**src/rtl/bht_if.sv**
```systemverilog
// Signal bundle between the IF/EX pipeline and the branch history table.
// The master side drives PCs, hazard controls and branch resolution; the
// slave side (the predictor) returns predictions, recovery info and stats.
interface bht_if;
   logic [31:0] CurrentPC;
   logic        BTBhit;
   logic [31:0] PrePC;
   logic        StallD;
   logic        FlushD;
   logic        StallE;
   logic        FlushE;
   logic        IsBranchE;
   logic        BranchE;
   logic [31:0] EXpc;
   logic [31:0] BrNPC;
   logic        PredTakenF;
   logic [31:0] PredNPC;
   logic        PredTakenE;
   logic        MispredE;
   logic [31:0] CorrectPC;
   logic [31:0] BrCount;
   logic [31:0] MissCount;

   modport master (
      output CurrentPC, BTBhit, PrePC, StallD, FlushD, StallE, FlushE,
             IsBranchE, BranchE, EXpc, BrNPC,
      input  PredTakenF, PredNPC, PredTakenE, MispredE, CorrectPC,
             BrCount, MissCount
   );

   modport slave (
      input  CurrentPC, BTBhit, PrePC, StallD, FlushD, StallE, FlushE,
             IsBranchE, BranchE, EXpc, BrNPC,
      output PredTakenF, PredNPC, PredTakenE, MispredE, CorrectPC,
             BrCount, MissCount
   );
endinterface

```
**src/rtl/bht_predictor.sv**
```systemverilog
// Branch history table placed behind the BTB in fetch. A 2-bit saturating
// counter per entry qualifies the BTB hit to choose the fetch next-PC; the
// prediction rides along to EX where the branch outcome trains the counter,
// mispredictions are flagged and the recovery PC is produced.
module bht_predictor #(
   parameter int         IDX_W   = 4,
   parameter logic [1:0] CNT_RST = 2'b01
) (
   input logic clk,
   input logic rst,
   bht_if.slave bus
);

   localparam int ENTRIES = 1 << IDX_W;

   logic [1:0]       cnt [ENTRIES];
   logic             predD;
   logic             predE;
   logic [IDX_W-1:0] idxF;
   logic [IDX_W-1:0] idxE;
   logic             updE;
   logic             predTakenF;
   logic             mispredE;

   // Counter moves one step toward strongly-taken, sticking at 11.
   function automatic logic [1:0] satInc2(input logic [1:0] v);
      return (v == 2'b11) ? v : v + 2'b01;
   endfunction

   // Counter moves one step toward strongly-not-taken, sticking at 00.
   function automatic logic [1:0] satDec2(input logic [1:0] v);
      return (v == 2'b00) ? v : v - 2'b01;
   endfunction

   // Statistics counters stick at all-ones instead of wrapping.
   function automatic logic [31:0] satAdd32(input logic [31:0] v, input logic inc);
      return (inc && v != 32'hFFFF_FFFF) ? v + 32'd1 : v;
   endfunction

   assign idxF = bus.CurrentPC[IDX_W+1:2];
   assign idxE = bus.EXpc[IDX_W+1:2];

   // Only a real branch that actually leaves EX this cycle trains or counts.
   assign updE = bus.IsBranchE & ~bus.StallE & ~bus.FlushE;

   // Fetch: counter MSB gates the BTB hit; no bypass from a same-cycle update.
   assign predTakenF     = bus.BTBhit & cnt[idxF][1];
   assign bus.PredTakenF = predTakenF;
   assign bus.PredNPC    = predTakenF ? bus.PrePC : bus.CurrentPC + 32'd4;

   // Resolve: a predicted-taken non-branch is also a misprediction.
   assign mispredE      = bus.IsBranchE ? (bus.BranchE ^ predE) : predE;
   assign bus.MispredE  = mispredE;
   assign bus.PredTakenE = predE;
   assign bus.CorrectPC = (bus.IsBranchE & bus.BranchE) ? bus.BrNPC : bus.EXpc + 32'd4;

   // Pattern table: trained on every resolved branch, BTB hit or not.
   always_ff @(posedge clk or posedge rst) begin
      if (rst) begin
         for (int i = 0; i < ENTRIES; i++) cnt[i] <= CNT_RST;
      end else if (updE) begin
         cnt[idxE] <= bus.BranchE ? satInc2(cnt[idxE]) : satDec2(cnt[idxE]);
      end
   end

   // Prediction pipeline IF->ID->EX; flush wins over stall in each register.
   always_ff @(posedge clk or posedge rst) begin
      if (rst) begin
         predD <= 1'b0;
         predE <= 1'b0;
      end else begin
         if (bus.FlushD)       predD <= 1'b0;
         else if (!bus.StallD) predD <= predTakenF;
         if (bus.FlushE)       predE <= 1'b0;
         else if (!bus.StallE) predE <= predD;
      end
   end

   // Branch and misprediction statistics, same enable as the table update.
   always_ff @(posedge clk or posedge rst) begin
      if (rst) begin
         bus.BrCount   <= 32'd0;
         bus.MissCount <= 32'd0;
      end else if (updE) begin
         bus.BrCount   <= satAdd32(bus.BrCount, 1'b1);
         bus.MissCount <= satAdd32(bus.MissCount, mispredE);
      end
   end

endmodule
```
**src/flat_wrapper.sv**
```systemverilog
// flat-port wrapper written by rule: the top's interface ports become plain ports
module bht_predictor_flat 
#(
   parameter int         IDX_W   = 4,
   parameter logic [1:0] CNT_RST = 2'b01
)
  (clk, rst, bus_CurrentPC, bus_BTBhit, bus_PrePC, bus_StallD, bus_FlushD, bus_StallE, bus_FlushE, bus_IsBranchE, bus_BranchE, bus_EXpc, bus_BrNPC, bus_PredTakenF, bus_PredNPC, bus_PredTakenE, bus_MispredE, bus_CorrectPC, bus_BrCount, bus_MissCount);
  bht_if bus_i ();
  input logic clk;
  input logic rst;
  input wire logic [$bits(bus_i.CurrentPC)-1:0] bus_CurrentPC;
  input wire logic [$bits(bus_i.BTBhit)-1:0] bus_BTBhit;
  input wire logic [$bits(bus_i.PrePC)-1:0] bus_PrePC;
  input wire logic [$bits(bus_i.StallD)-1:0] bus_StallD;
  input wire logic [$bits(bus_i.FlushD)-1:0] bus_FlushD;
  input wire logic [$bits(bus_i.StallE)-1:0] bus_StallE;
  input wire logic [$bits(bus_i.FlushE)-1:0] bus_FlushE;
  input wire logic [$bits(bus_i.IsBranchE)-1:0] bus_IsBranchE;
  input wire logic [$bits(bus_i.BranchE)-1:0] bus_BranchE;
  input wire logic [$bits(bus_i.EXpc)-1:0] bus_EXpc;
  input wire logic [$bits(bus_i.BrNPC)-1:0] bus_BrNPC;
  output wire logic [$bits(bus_i.PredTakenF)-1:0] bus_PredTakenF;
  output wire logic [$bits(bus_i.PredNPC)-1:0] bus_PredNPC;
  output wire logic [$bits(bus_i.PredTakenE)-1:0] bus_PredTakenE;
  output wire logic [$bits(bus_i.MispredE)-1:0] bus_MispredE;
  output wire logic [$bits(bus_i.CorrectPC)-1:0] bus_CorrectPC;
  output wire logic [$bits(bus_i.BrCount)-1:0] bus_BrCount;
  output wire logic [$bits(bus_i.MissCount)-1:0] bus_MissCount;
  assign bus_i.CurrentPC = bus_CurrentPC;
  assign bus_i.BTBhit = bus_BTBhit;
  assign bus_i.PrePC = bus_PrePC;
  assign bus_i.StallD = bus_StallD;
  assign bus_i.FlushD = bus_FlushD;
  assign bus_i.StallE = bus_StallE;
  assign bus_i.FlushE = bus_FlushE;
  assign bus_i.IsBranchE = bus_IsBranchE;
  assign bus_i.BranchE = bus_BranchE;
  assign bus_i.EXpc = bus_EXpc;
  assign bus_i.BrNPC = bus_BrNPC;
  assign bus_PredTakenF = bus_i.PredTakenF;
  assign bus_PredNPC = bus_i.PredNPC;
  assign bus_PredTakenE = bus_i.PredTakenE;
  assign bus_MispredE = bus_i.MispredE;
  assign bus_CorrectPC = bus_i.CorrectPC;
  assign bus_BrCount = bus_i.BrCount;
  assign bus_MissCount = bus_i.MissCount;
  bht_predictor #(.IDX_W(IDX_W), .CNT_RST(CNT_RST)) u_core (.clk(clk), .rst(rst), .bus(bus_i));
endmodule
```
**config.mk**
```make
export PLATFORM = sky130hd
export DESIGN_NAME = bht_predictor_flat
export DESIGN_NICKNAME = d
export VERILOG_FILES = /design/src/rtl/bht_if.sv /design/src/rtl/bht_predictor.sv /design/src/flat_wrapper.sv
export SDC_FILE = /design/constraint.sdc
export NUM_CORES = 1
export LEC_CHECK = 0
export CAP_MARGIN = 5
export CORE_MARGIN = 4
export CORE_UTILIZATION = 48
export DETAILED_ROUTE_END_ITERATION = 8
export GPL_TIMING_DRIVEN = 0
export PLACE_DENSITY = 0.86
export SLEW_MARGIN = 20
export SYNTH_ARGS = -nofsm -noshare
export SYNTH_HDL_FRONTEND = slang
export SYNTH_SLANG_ARGS = --single-unit
```
**constraint.sdc**
```tcl
create_clock -name clk -period 5.35 [get_ports clk]
set_input_delay 1.07 -clock clk [delete_from_list [all_inputs] [get_ports clk]]
set_output_delay 1.07 -clock clk [all_outputs]
set_load 0.02 [all_outputs]
```
==> metrics.md, run 1 <==
| Metric | Value |
|---|---|
| CTS max path bufs | `2` |
| Die ar. | `16000 um2` |
| WP data required | `between 4 and 5 ns` |
| DRT Pass-1 Iters | `7` |
| Core box area | `~14000 um2` |
| WL/cell | `around 18 um` |
| GR Util All Layers | `26.6%` |
| Final worst path period share | `between 90% and 100%` |
| Minimum clock period | `about 5.3 ns` |
| Syn_nets | `873` |
| Asr flop ratio synth | `100%` |
| Ports | `268` |
| DRC viols | `0` |
| Largest family of logic cells by synthesized area | `simple AND/OR/NAND/NOR gates` |
| Status | `completed` |
| Final Net Count | `between 1000 and 1500` |
| Final wirelength | `21800 um` |
| CTS tree | `done` |
| Synth Area in Adders | `approximately 1.6%` |
| Pwr Total | `between 2000 and 2500 uW` |
| Worst R2R Setup Slack | `2.71 ns` |
| Rel. slew slack | `43.3%` |
| Maxcap violations | `0` |
| Synth area leader | `dfrtp_1` |
| Sink Count | `98` |
| Mapped Area | `6750 um2` |
| PD cells | `206 nW/um2` |
| CP Launch Type | `primary input` |
| Initial detailed-routing violation count | `422` |
| Via density | `5.52` |
| Clk Tree Root Cell | `clkbuf_16` |
| Filler Cells Inserted | `1008` |
| Max Slew Vio Count | `0` |
| Vias in the first global route | `6681` |
| Hold Violations, Final | `0` |
| Fraction of power spent switching nets | `30.1%` |
| Clk Latency, worst-skew pair | `between 0.3 and 0.4 ns` |
| FF+latch count, synth | `between 90 and 100` |
| Mean post-synth cell area | `9.25 um2` |
| Switching pwr | `slightly above 600 uW` |
| Final setup fails | `0` |
| Die X | `127 um` |
| Critical R2R Capture | `u_core.bus.MissCount[11]` |
| Final cell count without fillers | `1193` |
| Post-synth top flop | `dfrtp_1` |
| Count leader, synth | `nand2_1` |
| Hold Crit Depth | `1` |
| Detailed-route via count | `6587` |
| Clock power share | `between 20 and 30%` |
| Initial antenna violation count | `1` |
| Post-CTS Setup Inserts | `0` |
| Internal power | `1440 uW` |
| Share of total power in sequential cells | `42.0%` |
| Synth top area share | `30.4%` |
| Grt met3 use | `5.81%` |
| Placer Congestion | `slightly above 0.9` |
| Number of cells upsized or downsized after cts | `0` |
| Compound-cell area share of the yosys netlist | `6.01%` |
| Setup TNS | `0 ns` |
| IO buf count | `266` |
| Critical Path AT | `about 4.2 ns` |
| Global-route wire length before repair | `34900 um` |
| Crit Path Category | `primary input to output port` |
| Mux share of post-synthesis cell area | `12.6%` |
| Row count | `43` |
| Simple-gate area share of the yosys netlist | `24.9%` |
| Share of layout cells above drive strength 1 | `10.3%` |
| Met1 GRT Util | `approximately 33%` |
| Htree depth | `3` |
| GRT overflow | `0` |
| Largest net degree at the start of global routing | `60` |
| Post-synth EDFFs | `0` |
| Syn Inst Count | `729` |
| Reg-to-Reg Start | `u_core.bus.MissCount[0]` |
| Leakage power | `slightly above 0.004 uW` |
| Worst Tran Pin Value | `0.846 ns` |
| Hold wc startpoint | `u_core.bus.BrCount[6]` |
| Global route hottest layer | `met2` |
| Hold EP | `u_core.bus.BrCount[6]` |
| Initial Util | `48.8%` |
| Clock transition at path regs | `approximately 0.07 ns` |
| Synth warnings | `0` |
| Critical path endpoint category | `output port` |
| Area Growth Syn to Fin | `47.5%` |
| Register area share after synthesis | `36.6%` |
| Post-synth cell types | `48` |
| Clk_skew | `0.00661 ns` |
| Cell area after layout | `between 9000 and 10000 um2` |
| Cells on worst reg2reg path | `7` |
| Met2 usage | `between 40% and 50%` |
| Commonest cells in the netlist | `nand2_1 (90), dfrtp_1 (82), xnor2_1 (70)` |
| Die height | `between 100 and 150 um` |
| Xor/xnor cell area share of the yosys netlist | `roughly 15%` |
| Top cells by area, synth | `dfrtp_1 (30%), xnor2_1 (9.1%), mux2_2 (6.5%), dfstp_2 (6.2%), xor2_1 (6.1%)` |
| DPL Wire Length | `17100 um` |
| CP max FO | `10` |
| Combinational Power Share | `28.4%` |
| Inserted Clock Buffers | `9` |
| Routed Antenna Nets | `0` |
| Max Freq | `190 MHz` |
| Dpl cell area | `9670 um2` |
| # hold bufs at CTS | `0` |
| # placed instances | `roughly 1200` |
| Worst Hold Class | `flop to flop` |
| VDD IR max | `between 200 and 250 uV` |
## power by group through the flow
| stage | clock network (uW) | registers [uW] | logic (uW) |
|---|---|---|---|
| 2_1_floorplan | 0 | 898 | 241 |
| 3_3_place_gp | 0 | 871 | 566 |
| 3_5_place_dp | 0 | 872 | 582 |
| 4_1_cts | 619 | 861 | 585 |
| 5_1_grt | 655 | 869 | 623 |
| 6_report | 608 | 861 | 583 |
## layout by cell type (no fill, tap or decap), types with 9 or more instances in the layout
cell	count
and4_1	13
and3_1	23
clkbuf_16	9
dfrtp_1	82
o21ai_1	9
clkbuf_1	18
clkdlybuf4s50_1	266
a21oi_1	29
o21ai_0	23
dfstp_2	16
nand4_1	31
mux2_2	39
xnor2_1	70
inv_1	12
nor3_1	31
nor2_1	52
nand2_1	90
xor2_1	47
nand3_1	43
nor4_1	20
## metrics by stage
stage	hold slack [ns]	worst slack [ns]	util, %
final	0.495	0.0957	72.0
after global routing	0.528	-0.000863	72.0
after CTS	0.502	0.0315	71.9
after detailed placement	0.484	0.0578	69.9
after global placement	0.476	0.107	69.7
after floorplan	0.486	1.28	-
## state kept, by name (all words and copies together), names as in the netlist
register / flops
u_core.cnt: 32
u_core.bus.BrCount: 32
u_core.bus.PredTakenE: 1
u_core.bus.MissCount: 32
u_core.predD: 1
## routing by layer
metal	vias to the layer above	part of all wire (%)	routed length (um)
met2	260	50	10900
met3	36	6.9	1500
met5	-	0	0
li1	3162	-	-
met4	0	2.9	633
met1	3129	40	8760
## layout make-up
type / instances / area, um2 / share of cell area, %
Tap cell: 180 / 225 / 2.26
Clock inverter: 6 / 48.8 / 0.490
Multi-Input combinational cell: 585 / 4070 / 40.9
Clock buffer: 10 / 229 / 2.30
Inverter: 15 / 61.3 / 0.616
Antenna cell: 1 / 2.50 / 0.0251
Buffer: 31 / 153 / 1.53
Timing Repair Buffer: 267 / 2690 / 27.0
Sequential cell: 98 / 2470 / 24.8
## worst max-delay path: stages
cell             delay (ns)
clkdlybuf4s50_1        0.51
clkbuf_4               0.24
mux4_2                 0.54
mux4_2                 0.50
nand2_2                0.20
clkbuf_4               0.28
nor2_1                 0.06
a21oi_1                0.13
clkdlybuf4s50_1        0.65
## cell families after synthesis
logic type      after synthesis
buf+inv                      46
simple gates                328
flops                        98
xor+xnor                    117
mux                          61
fa+ha+maj                     9
compound gates               70
## how the worst max path moves through the flow
stage	start	to	slack [ns]
floorplan	bus_CurrentPC[2]	bus_PredNPC[14]	1.28
global placement	bus_CurrentPC[2]	bus_PredNPC[14]	0.11
detailed placement	bus_CurrentPC[2]	bus_PredNPC[31]	0.06
CTS	bus_CurrentPC[2]	bus_PredNPC[31]	0.03
global route	bus_CurrentPC[2]	bus_PredNPC[23]	-0.0009
finish	bus_CurrentPC[2]	bus_PredNPC[5]	0.1
Note: power is estimated with default switching activity, not from simulation.
==> run 2: changes to the inputs <==
--- a/config.mk
+++ b/config.mk
@@ -10,6 +10,7 @@
 export CORE_UTILIZATION = 48
 export DETAILED_ROUTE_END_ITERATION = 8
 export GPL_TIMING_DRIVEN = 0
+export MAX_ROUTING_LAYER = met4
 export PLACE_DENSITY = 0.86
 export SLEW_MARGIN = 20
 export SYNTH_ARGS = -nofsm -noshare
==> run 2 against run 1 <==
Sequential power is essentially flat; flip-flop and latch count is the same; clock power grew 13%; critical endpoint is now bus_PredNPC[31].
==> metrics.md, run 2 (synthesis gave the netlist of run 1 again) <==
| Metric | Value |
|---|---|
| Status | `completed (unchanged)` |
| Core box area | `13800 um2 (unchanged)` |
| Die height | `127 um (unchanged)` |
| Area Growth Syn to Fin | `48.2% (was 47.5%)` |
| Row count | `43 (unchanged)` |
| Most frequent cells in the layout | `clkdlybuf4s50_1 (265), nand2_1 (90), dfrtp_1 (82) (was clkdlybuf4s50_1 (266), nand2_1 (90), dfrtp_1 (82))` |
| Share of layout cells above drive strength 1 | `10.4% (was 10.3%)` |
| Setup TNS | `0 ns (unchanged)` |
| CTS max path bufs | `2 (unchanged)` |
| DRC viols | `0 (unchanged)` |
| Top Registers | `u_core.bus.BrCount x32, u_core.bus.MissCount x32, u_core.cnt x32 (unchanged)` |
| Placer Congestion | `0.912 (was 0.908)` |
| Final wirelength | `22200 um (was 21800 um)` |
| Detailed-route via count | `6656 (was 6587)` |
| Routed Antenna Nets | `0 (unchanged)` |
| Filler Cells Inserted | `1029 (was 1008)` |
| Maxcap violations | `0 (unchanged)` |
| Critical path endpoint category | `output port (unchanged)` |
| Rel. slew slack | `43.8% (was 43.3%)` |
| Final setup fails | `0 (unchanged)` |
| Hold Violations, Final | `0 (unchanged)` |
| Initial detailed-routing violation count | `426 (was 422)` |
| DRT Pass-1 Iters | `5 (was 7)` |
| Post-CTS Setup Inserts | `0 (unchanged)` |
| Crit Path Category | `primary input to output port (unchanged)` |
| WP data required | `4.28 ns (about the same)` |
| Vias in the first global route | `6589 (was 6681)` |
| Critical Path AT | `4.15 ns (was 4.18 ns)` |
| Ports | `268 (unchanged)` |
| CP Launch Type | `primary input (unchanged)` |
| Max Freq | `191 MHz (was 190 MHz)` |
| Sink Count | `98 (unchanged)` |
| # placed instances | `1176 (unchanged)` |
| Commonest non-fill, non-tap cell in the layout | `clkdlybuf4s50_1 (unchanged)` |
| Clock transition at path regs | `0.06 ns (was 0.07 ns)` |
| Via density | `5.58 (was 5.52)` |
| Critical-path cell list | `clkdlybuf4s50_1, buf_2, mux4_2, mux4_2, nand2_2, clkbuf_4, nor2_1, a31oi_1, clkdlybuf4s50_1 (was clkdlybuf4s50_1, clkbuf_4, mux4_2, mux4_2, nand2_2, clkbuf_4, nor2_1, a21oi_1, clkdlybuf4s50_1)` |
| Initial antenna violation count | `1 (unchanged)` |
| Clk Latency, worst-skew pair | `0.34 ns (about the same)` |
| # hold bufs at CTS | `0 (unchanged)` |
| Inserted Clock Buffers | `9 (unchanged)` |
| CP max FO | `10 (unchanged)` |
| Largest net degree at the start of global routing | `57 (was 60)` |
| Clk Tree Root Cell | `clkbuf_16 (unchanged)` |
| Htree depth | `3 (unchanged)` |
| PD cells | `214 nW/um2 (was 206 nW/um2)` |
| GR Util All Layers | `27.5% (was 26.6%)` |
| Slowest stage cell on the critical path | `clkdlybuf4s50_1 (unchanged)` |
| Unrepaired setup endpoints after global routing | `false` |
| Worst Hold Class | `flop to flop (unchanged)` |
| Hold_ws | `0.490 ns (was 0.495 ns)` |
| Clk_skew | `0.00598 ns (was 0.00661 ns)` |
| Slowest stage delay, CP | `0.65 ns (about the same)` |
| Final cell count without fillers | `1193 (unchanged)` |
| Minimum clock period | `5.22 ns (was 5.25 ns)` |
| Global-route wire length before repair | `34900 um (about the same)` |
| WL/cell | `18.6 um (was 18.3 um)` |
| Final worst path period share | `97.6% (was 98.2%)` |
| Max Slew Vio Count | `0 (unchanged)` |
| Initial Util | `48.8% (unchanged)` |
| Number of cells upsized or downsized after cts | `0 (unchanged)` |
| Grt met3 use | `3.83% (was 5.81%)` |
| IO buf count | `266 (unchanged)` |
| CTS tree | `done (unchanged)` |
| Worst Tran Pin Value | `0.840 ns (was 0.846 ns)` |
| Leakage power | `0.00405 uW (was 0.00402 uW)` |
| Global route hottest layer | `met2 (unchanged)` |
| VDD IR max | `220 uV (was 205 uV)` |
| Final Net Count | `1151 (unchanged)` |
| Die X | `127 um (unchanged)` |
| Die ar. | `16000 um2 (unchanged)` |
| GRT overflow | `0 (unchanged)` |
| Met1 GRT Util | `33.4% (was 32.9%)` |
| Met2 usage | `48.1% (was 46.1%)` |
| DPL Wire Length | `17100 um (about the same)` |
[run 2: through the flow]
step	utilization, %	area (um2)	worst slack [ns]	total power [uW]
3_3_place_gp	69.7	9630	0.114	1440
6_report	72.3	10000	0.127	2140
4_1_cts	72.2	9990	0.0885	2140
2_1_floorplan	-	6750	1.28	1140
3_5_place_dp	69.9	9670	0.104	1450
5_1_grt	72.3	10000	0.0231	2220
[run 2: worst max-delay path, delay by kind of cell]
kind	cells	cell delay, ns
mux	2	1.04
compound gates	1	0.14
buf+inv	4	1.65
simple gates	2	0.25
[run 2: final cells by class]
class | count | area [um2] | area share (%)
inverter | 15 | 61.3 | 0.613
clock inverter | 4 | 56.3 | 0.563
antenna | 1 | 2.50 | 0.0250
multi-input combinational | 585 | 4070 | 40.7
tap | 180 | 225 | 2.25
buffer | 31 | 150 | 1.50
timing repair buffer | 267 | 2690 | 26.9
clock buffer | 12 | 267 | 2.67
sequential | 98 | 2470 | 24.7
[run 2: worst paths after layout]
kind / from / end / slack (ns) / depth (start not counted)
setup / recovery: bus_CurrentPC[2] / bus_PredNPC[31] / 0.13 / 9
hold reg to reg: u_core.bus.BrCount[17] / u_core.bus.BrCount[17] / 0.49 / 1
hold / removal: u_core.bus.BrCount[17] / u_core.bus.BrCount[17] / 0.49 / 1
min in group asynchronous: rst / u_core.bus.BrCount[11] / 1.11 / 2
setup reg to reg: u_core.bus.MissCount[0] / u_core.bus.MissCount[7] / 2.73 / 7
max in group asynchronous: rst / u_core.cnt[16] / 3.58 / 3
[run 2: power by group]
group / internal (uW) / leakage, uW / switching [uW]
combinational: 309 / 0.00262 / 276
clock: 404 / 0.000159 / 286
sequential: 805 / 0.00127 / 56.0
[run 2: per-layer routing]
metal  vias up  wire length [um]
li1       3159                 -
met1      3189              8780
met2       276             11300
met3        32              1650
met4         0               467
met5         -                 0
==> run 3: changes to the inputs <==
--- a/config.mk
+++ b/config.mk
@@ -7,12 +7,13 @@
 export LEC_CHECK = 0
 export CAP_MARGIN = 5
 export CORE_MARGIN = 4
-export CORE_UTILIZATION = 48
+export CORE_UTILIZATION = 40
 export DETAILED_ROUTE_END_ITERATION = 8
 export GPL_TIMING_DRIVEN = 0
 export MAX_ROUTING_LAYER = met4
-export PLACE_DENSITY = 0.86
+export PLACE_DENSITY = 0.77
 export SLEW_MARGIN = 20
 export SYNTH_ARGS = -nofsm -noshare
 export SYNTH_HDL_FRONTEND = slang
 export SYNTH_SLANG_ARGS = --single-unit
+export TNS_END_PERCENT = 30
==> constraint.sdc (replaced) <==
create_clock -name clk -period 4.35 [get_ports clk]
set_input_delay 0.87 -clock clk [delete_from_list [all_inputs] [get_ports clk]]
set_output_delay 0.87 -clock clk [all_outputs]
set_load 0.02 [all_outputs]
==> run 3 against run 2 <==
Hold slack improved by 0.0041 ns; flip-flop and latch count did not move; via count fell by 0.71%; critical path type unchanged; total power rose by 21%; first-iteration DRC count fell by 37%; register-to-register slack got worse by 1.0 ns; highest routed layer unchanged; global-route usage fell by 4.0 points; critical endpoint is now bus_PredNPC[24]; combinational power rose by 20%.
==> metrics.md, run 3 (synthesis gave the netlist of run 1 again) <==
| Metric | Value |
|---|---|
| Multi-input logic area | `4120 um2 (was 4070 um2)` |
| DPL Wire Length | `18000 um (was 17100 um)` |
| WP data required | `3.48 ns (was 4.28 ns)` |
| Worst Setup Slack post-DPL | `-0.542 ns (was 0.104 ns)` |
| Routed Antenna Nets | `0 (unchanged)` |
| DRT Pass-1 Iters | `5 (unchanged)` |
| CP max FO | `10 (unchanged)` |
| DRC viols | `0 (unchanged)` |
| Via density | `5.35 (was 5.58)` |
| Final critical-path setup slack | `0.104 ns (was 0.127 ns)` |
| Rel. slew slack | `53.7% (was 43.8%)` |
| Max Slew Vio Count | `0 (unchanged)` |
| Critical path endpoint category | `output port (unchanged)` |
| Inserted Clock Buffers | `9 (unchanged)` |
| Clk_skew | `0.00962 ns (was 0.00598 ns)` |
| Worst Hold Class | `flop to flop (unchanged)` |
| IO buf count | `266 (unchanged)` |
| Leakage power | `0.00420 uW (was 0.00405 uW)` |
| Final worst path period share | `97.6%` |
| Crit Path Category | `primary input to output port (unchanged)` |
| Max Freq | `236 MHz` |
| Share of layout cells above drive strength 1 | `14.3% (was 10.4%)` |
| CTS tree | `done (unchanged)` |
| WL/cell | `18.4 um (was 18.6 um)` |
| Final cell count without fillers | `1235 (was 1193)` |
| Clk Tree Root Cell | `clkbuf_16 (unchanged)` |
| Initial detailed-routing violation count | `270 (was 426)` |
| CP Launch Type | `primary input (unchanged)` |
| Final wirelength | `22700 um (was 22200 um)` |
| FF+latch area | `2470 um2 (unchanged)` |
| Area Growth Syn to Fin | `48.3% (was 48.2%)` |
| PD cells | `258 nW/um2 (was 214 nW/um2)` |
| Ports | `268 (unchanged)` |
| Sink Count | `98 (unchanged)` |
| Largest net degree at the start of global routing | `80 (was 57)` |
| Hold Violations, Final | `0 (unchanged)` |
| Minimum clock period | `4.25 ns` |
| CTS max path bufs | `2 (unchanged)` |
| Worst Tran Pin Value | `0.689 ns (was 0.840 ns)` |
| Critical Path AT | `3.38 ns (was 4.15 ns)` |
| Status | `completed (unchanged)` |
| Vias in the first global route | `6442 (was 6589)` |
| Detailed-route via count | `6609 (was 6656)` |
| Placer Congestion | `0.917 (was 0.912)` |
| Final setup fails | `0 (unchanged)` |
| Clock transition at path regs | `0.07 ns (was 0.06 ns)` |
| Htree depth | `3 (unchanged)` |
| # placed instances | `1216 (was 1176)` |
| Filler Cells Inserted | `1461 (was 1029)` |
| Die X | `138 um (was 127 um)` |
| Die height | `138 um (was 127 um)` |
| Clk Latency, worst-skew pair | `0.34 ns (about the same)` |
| Row count | `47 (was 43)` |
| GRT overflow | `0 (unchanged)` |
| Most frequent cells in the layout | `clkdlybuf4s50_1 (221), nand2_1 (90), dfrtp_1 (82) (was clkdlybuf4s50_1 (265), nand2_1 (90), dfrtp_1 (82))` |
| Global-route wire length before repair | `34300 um (was 34900 um)` |
| Top Registers | `u_core.bus.BrCount x32, u_core.bus.MissCount x32, u_core.cnt x32 (unchanged)` |
| Commonest non-fill, non-tap cell in the layout | `clkdlybuf4s50_1 (unchanged)` |
| Final Net Count | `1152 (was 1151)` |
| GR Util All Layers | `23.5% (was 27.5%)` |
| Initial antenna violation count | `2 (was 1)` |
| Unrepaired setup endpoints after global routing | `true (was false)` |
| Maxcap violations | `0 (unchanged)` |
| Core box area | `16600 um2 (was 13800 um2)` |
| Initial Util | `40.7% (was 48.8%)` |
| Die ar. | `19000 um2 (was 16000 um2)` |
| VDD IR max | `327 uV (was 220 uV)` |
## run 3: cell types whose count changed in the layout (fill, tap and decap cells not counted), moves of 2 or more
cell	change
clkbuf_8	-3
dlygate4sd2_1	+4
buf_4	+5
clkbuf_2	+25
clkbuf_1	-2
clkdlybuf4s50_1	-44
nor4_2	+6
inv_8	+2
clkinv_4	-2
nor4_1	-6
dlymetal6s2s_1	+11
## run 3: critical path, cell delays in order
cell and delay [ns]:
clkdlybuf4s50_1 0.50, buf_6 0.16, mux4_2 0.52, mux4_2 0.49, nand2_4 0.15, buf_4 0.19, nor2_1 0.05, a21oi_1 0.13
clkdlybuf4s15_2 0.30
## run 3: cell type report
cell class / count / share of cell area [%]
Antenna cell: 2 / 0.0500
Buffer: 31 / 1.68
Clock buffer: 9 / 2.25
Clock inverter: 7 / 0.826
Inverter: 15 / 0.613
Multi-Input combinational cell: 585 / 41.2
Sequential cell: 98 / 24.7
Tap cell: 220 / 2.75
Timing Repair Buffer: 268 / 25.9
## run 3: per-layer routing
layer / share of wire [%] / GRT usage [%]
met3: 8.8 / 6.13
met5: 0 / -
met2: 48 / 38.3
met1: 42 / 29.4
met4: 1.5 / 5.93
## run 3: repair_timing
item / CTS / global route
setup buffers: 0 / 1
setup endpoints to repair: 46 / 46
gates resized for setup: 61 / 67
hold buffers: 0 / 0
endpoints found under the hold margin: 0 / 0
pin swaps: 0 / 1
## run 3: per-stage QoR
stage	hold WS, ns	setup TNS [ns]	power, uW	area (um2)	utilization (%)
floorplan	0.486	0	1400	6750	-
global placement	0.479	-58.29	1780	9680	58.4
detailed placement	0.482	-14.55	1790	9720	58.6
CTS	0.495	-0.0203	2610	10000	60.5
global route	0.526	-0.232	2710	10000	60.3
finish	0.494	0	2580	10000	60.3
## run 3: where the power goes
part,leakage (uW),internal [uW],switching [uW]
sequential,0.00127,990,64.9
combinational,0.00278,363,337
clock,0.000150,457,369
## run 3: final timing paths
path,start,cells past startpoint,endpoint,slack (ns)
worst max-delay path,bus_CurrentPC[2],9,bus_PredNPC[24],0.10
min in group asynchronous,rst,2,u_core.bus.BrCount[16],0.82
worst min register to register,u_core.bus.BrCount[11],1,u_core.bus.BrCount[11],0.49
worst min-delay path,u_core.bus.BrCount[11],1,u_core.bus.BrCount[11],0.49
max in group asynchronous,rst,3,u_core.cnt[14],2.87
worst max register to register,u_core.bus.MissCount[0],7,u_core.bus.MissCount[11],1.73
